[src/rtl/uart_rx_fifo.sv]
// Receive FIFO behind the UART receiver: stores {bi, fe, pe, data} per character,
// presents the head first-word-fall-through and derives the LSR overrun/error/trigger flags.
module uart_rx_fifo #(
    parameter int unsigned DEPTH = 16,
    parameter int unsigned WIDTH = 8
) (
    input  logic                     clk,
    input  logic                     rst,
    input  logic                     push,
    input  logic [WIDTH-1:0]         din,
    input  logic                     pe_in,
    input  logic                     fe_in,
    input  logic                     bi_in,
    input  logic                     pop,
    input  logic                     lsr_rd,
    input  logic                     fifo_en,
    input  logic                     clr,
    input  logic [1:0]               trig_lvl,
    output logic [WIDTH-1:0]         dout,
    output logic                     pe_out,
    output logic                     fe_out,
    output logic                     bi_out,
    output logic                     empty,
    output logic                     full,
    output logic [$clog2(DEPTH):0]   count,
    output logic                     overrun,
    output logic                     err_in_fifo,
    output logic                     trig_hit
);

    localparam int unsigned AW    = $clog2(DEPTH);
    localparam int unsigned CW    = AW + 1;
    localparam int unsigned EW    = WIDTH + 3;
    localparam int unsigned LVL4  = (DEPTH < 4)  ? DEPTH : 4;
    localparam int unsigned LVL8  = (DEPTH < 8)  ? DEPTH : 8;
    localparam int unsigned LVL14 = (DEPTH < 14) ? DEPTH : 14;

    logic [EW-1:0] mem [DEPTH];
    logic [AW-1:0] wptr;
    logic [AW-1:0] rptr;
    logic [CW-1:0] cnt;
    logic [CW-1:0] err_cnt;
    logic [CW-1:0] cap;
    logic [CW-1:0] lvl;
    logic [EW-1:0] head;
    logic          push_ok;
    logic          pop_ok;
    logic          push_err;
    logic          head_err;

    always_comb begin
        cap      = fifo_en ? CW'(DEPTH) : CW'(1);
        empty    = (cnt == '0);
        // count may exceed cap after fifo_en drops, so full is a >= test
        full     = (cnt >= cap);
        pop_ok   = pop & ~empty;
        // a simultaneous pop frees a slot, so a push into a full FIFO still lands
        push_ok  = push & (~full | pop_ok);
        head     = mem[rptr];
        head_err = |head[EW-1:WIDTH];
        push_err = pe_in | fe_in | bi_in;
    end

    always_comb begin
        lvl = CW'(1);
        if (fifo_en) begin
            unique case (trig_lvl)
                2'b00: lvl = CW'(1);
                2'b01: lvl = CW'(LVL4);
                2'b10: lvl = CW'(LVL8);
                2'b11: lvl = CW'(LVL14);
            endcase
        end
        trig_hit = (cnt >= lvl);
    end

    always_comb begin
        dout        = '0;
        pe_out      = 1'b0;
        fe_out      = 1'b0;
        bi_out      = 1'b0;
        if (!empty) begin
            dout   = head[WIDTH-1:0];
            pe_out = head[WIDTH];
            fe_out = head[WIDTH+1];
            bi_out = head[WIDTH+2];
        end
        count       = cnt;
        err_in_fifo = (err_cnt != '0);
    end

    always_ff @(posedge clk) begin
        if (rst && !clr && push_ok)
            mem[wptr] <= {bi_in, fe_in, pe_in, din};
    end

    always_ff @(posedge clk) begin
        if (!rst) begin
            wptr    <= '0;
            rptr    <= '0;
            cnt     <= '0;
            err_cnt <= '0;
            overrun <= 1'b0;
        end else begin
            if (clr) begin
                wptr    <= '0;
                rptr    <= '0;
                cnt     <= '0;
                err_cnt <= '0;
            end else begin
                if (push_ok)
                    wptr <= wptr + AW'(1);
                if (pop_ok)
                    rptr <= rptr + AW'(1);
                cnt     <= cnt + CW'(push_ok) - CW'(pop_ok);
                err_cnt <= err_cnt + CW'(push_ok & push_err) - CW'(pop_ok & head_err);
            end
            if (!clr && push && !push_ok)
                overrun <= 1'b1;
            else if (lsr_rd)
                overrun <= 1'b0;
        end
    end

endmodule

[config.mk]
export PLATFORM = sky130hd
export DESIGN_NAME = uart_rx_fifo
export DESIGN_NICKNAME = d
export VERILOG_FILES = /design/src/rtl/uart_rx_fifo.sv
export SDC_FILE = /design/constraint.sdc
export NUM_CORES = 1
export LEC_CHECK = 0
export BUFFER_PORTS_ARGS = -buffer_cell sky130_fd_sc_hd__buf_2
export CAP_MARGIN = 25
export CORE_ASPECT_RATIO = 1.25
export CORE_MARGIN = 2
export CORE_UTILIZATION = 49
export DETAILED_ROUTE_END_ITERATION = 8
export MAX_ROUTING_LAYER = met4
export PLACE_DENSITY = 0.77
export SLEW_MARGIN = 20
export SYNTH_ARGS = -nofsm -noshare
export SYNTH_HDL_FRONTEND = slang
export SYNTH_SLANG_ARGS = --single-unit
[constraint.sdc]
create_clock -name clk -period 3.8 [get_ports clk]
set_input_delay 0.95 -clock clk [delete_from_list [all_inputs] [get_ports clk]]
set_output_delay 0.95 -clock clk [all_outputs]
set_load 0.1 [all_outputs]
==> qor.yml <==
outcome:
  run_status: "finished clean"
die:
  start_util: 0.498
  design.core.area_um2: 16800
  dieWidth_um: 121
  total_die_area_um2: 18100
  chip_height_um: 150
  floorplan.io_pins: 41
  floorplan.rows: 53
worst_setup_path:
  required_ns: 2.85
  critPathArrivalTime_ns: 2.75
  end_kind: "output port"
  worstSetupPathType: "reg -> out"
  crit_path_start_kind: "flip-flop"
  critical_path.max_fanout: 13
timing:
  fmax_ghz: 0.271
  setup_viol: 0
  fin_worst_skew_ns: 0.00928
  hold_viol: 0
  maxSlewHeadroom: 0.617
  tightestPinTransition_ns: 0.569
  fin_tns_setup_ns: 0
  rsz0062_at_grt: "false"
  report.final.slew_viol_count: 0
  layout_min_cycle_time_ns: 3.70
  final_min_period_over_clock_period: 0.973
placed_design:
  gpl.final_weighted_congestion: 0.820
  placed_cells_incl_taps: 713
  dp_hpwl_um: 10700
  port_buffers: 40
  dpl-instance-area_um2: 9000
detailed_routing:
  route.final.wire_length_um: 16400
  detail_route.vias_per_cell: 5.72
  dr.first_iter.drc_count: 437
  detailedRoute.firstPassIterationCount: 4
  wire_per_inst_um: 22.0
  detail-route-antenna-nets: 0
  num_vias: 4265
  remaining_drc_errors: 0
yosys:
  syn_nets: 487
  syn_avg_cell_area_um2: 19.0
  ys_dominant_reg_cell: "sky130_fd_sc_hd__edfxtp_1"
  post_synthesis_cell_area_um2: 8360
  synth_area_leaders: "sky130_fd_sc_hd__edfxtp_1 63%, sky130_fd_sc_hd__mux4_1 8.2%, sky130_fd_sc_hd__mux4_2 7.3%"
  yosys-top-cells-count: "176 x sky130_fd_sc_hd__edfxtp_1, 27 x sky130_fd_sc_hd__mux4_2, 26 x sky130_fd_sc_hd__mux4_1, 25 x sky130_fd_sc_hd__ha_1, 23 x sky130_fd_sc_hd__dfxtp_1"
  synth-async-reset-ratio: 0
  synth_enable_flop_cells: 176
  yosys.area.top_type_share: 0.632
  ys.warnings.count: 0
  postSynthRegisterBits: 199
  yosys.area.top_type: "sky130_fd_sc_hd__edfxtp_1"
  count_of_cell_types_in_the_netlist: 39
  synth_most_common_cell: "sky130_fd_sc_hd__edfxtp_1"
  synth_cells: 440
  synth-seq-area-share: 0.687
final_layout:
  final_nets: 559
  final-instance-count-excl-fill: 745
  layout_cell_share_with_drive_strength_beyond_1: 0.284
  antenna-diode-count: 0
  design_area_um2: 9560
  postLayoutCoreUtil: 0.570
  syn2layout_area_growth_pct: 14.4
  final.fill_count: 1230
  multi_input_area_um2: 2450
  regArea_um2: 5750
power:
  max-vdd-ir-drop_v: 0.000740
  power.density_nw_per_um2: 700
  fin_total_pwr_mw: 6.69
  power_leakage_nw: 3.35
cts:
  cts_sink_cnt: 199
  cts-resized-gates: 0
  cts.htree.levels: 4
  clock_tree_from_tritoncts: "done"
  hold_buffers: 0
  cts_buffer_count: 17
  insertion_delay_ns: 0.43
  cts_post_setup_buffers_inserted: 0
  clk_path_buf_depth: 2
  cts_root_buf: "sky130_fd_sc_hd__clkbuf_16"
  worst_setup_hold_path_clk_slew_ns: 0.07
global_route:
  grt_pass1_vias: 4382
  grt_pass1_wl_um: 25300
  global_route.usage.total: 0.200
  grt.overflow.total: 0
  antenna_violations_before_repair: 0
  grt_max_degree: 20
job:
  drv.max_cap_violation_count: 0
min_path:
  hold_path_class: "reg -> reg"
==> through the flow <==
stage / setup slack, ns / hold slack (ns)
after detailed placement: -0.00929 / 0.459
after floorplan: 0.0622 / 0.468
final: 0.104 / 0.468
after global placement: 0.0426 / 0.458
after CTS: 0.0745 / 0.472
after global routing: 0.0172 / 0.492
==> routing by layer <==
layer | global-route usage | wire length (um)
met1 | 0.242 | 6530
met2 | 0.329 | 8490
met3 | 0.0469 | 1000
met4 | 0.0721 | 334
met5 | - | 0
==> final cells by class <==
type | count | area share
clock buffer | 19 | 0.0474
clock inverter | 13 | 0.0118
inverter | 20 | 0.00785
multi-input combinational | 205 | 0.256
sequential | 199 | 0.602
tap | 220 | 0.0288
timing repair buffer | 69 | 0.0463
==> critical path, cell delays in order (launching register included) <==
cell and delay [ns]:
sky130_fd_sc_hd__dfxtp_2 0.45, sky130_fd_sc_hd__buf_4 0.31, sky130_fd_sc_hd__mux4_1 0.65, sky130_fd_sc_hd__mux4_2 0.48, sky130_fd_sc_hd__nor2b_4 0.13, sky130_fd_sc_hd__buf_2 0.29
==> cells in the final DEF, fill, tap and decap left out, types with 9 or more instances in the layout <==
master                      netlist  final
sky130_fd_sc_hd__clkbuf_16        0     17
sky130_fd_sc_hd__inv_1           20     20
sky130_fd_sc_hd__nand2_1          9      9
sky130_fd_sc_hd__mux4_1          26     26
sky130_fd_sc_hd__nor2_1          19     18
sky130_fd_sc_hd__buf_2            2     40
sky130_fd_sc_hd__buf_4            0     27
sky130_fd_sc_hd__and3_1          16     16
sky130_fd_sc_hd__mux4_2          27     27
sky130_fd_sc_hd__dfxtp_1         23     16
sky130_fd_sc_hd__edfxtp_1       176    176
sky130_fd_sc_hd__ha_1            25     25
sky130_fd_sc_hd__a21oi_1         12     12
==> flip-flops by register name (all words and copies together) (netlist names), named ones only <==
name	count
wptr	4
rptr	4
mem	176
count	5
err_cnt	5
overrun	1
==> cell families (layout without fill, tap and decap cells) <==
logic type | Yosys count | count (layout) | synth area share
adders and majority gates | 27 | 27 | 0.0422
and+or+nand+nor | 86 | 86 | 0.0637
AOI/OAI and AO/OA | 30 | 30 | 0.0211
muxes | 54 | 54 | 0.156
DFF | 199 | 199 | 0.687
buffers and inverters | 36 | 121 | 0.0218
xor gates and xnor gates | 8 | 8 | 0.00838
==> final timing paths <==
path / start / endpoint / slack (ns) / cells past startpoint
setup / recovery: flip-flop / dout[3] / 0.10 / 5
hold reg to reg: overrun / overrun / 0.47 / 2
setup reg to reg: flip-flop / err_cnt[4] / 0.19 / 14
hold / removal: overrun / overrun / 0.47 / 2
==> report_power, final <==
part | switching [mW] | internal (mW) | total, mW
combinational | 1.86 | 0.663 | 2.52
sequential | 0.0618 | 2.44 | 2.50
clock | 0.778 | 0.892 | 1.67
total | 2.69 | 4.00 | 6.69
Note: power is estimated with default switching activity, not from simulation.
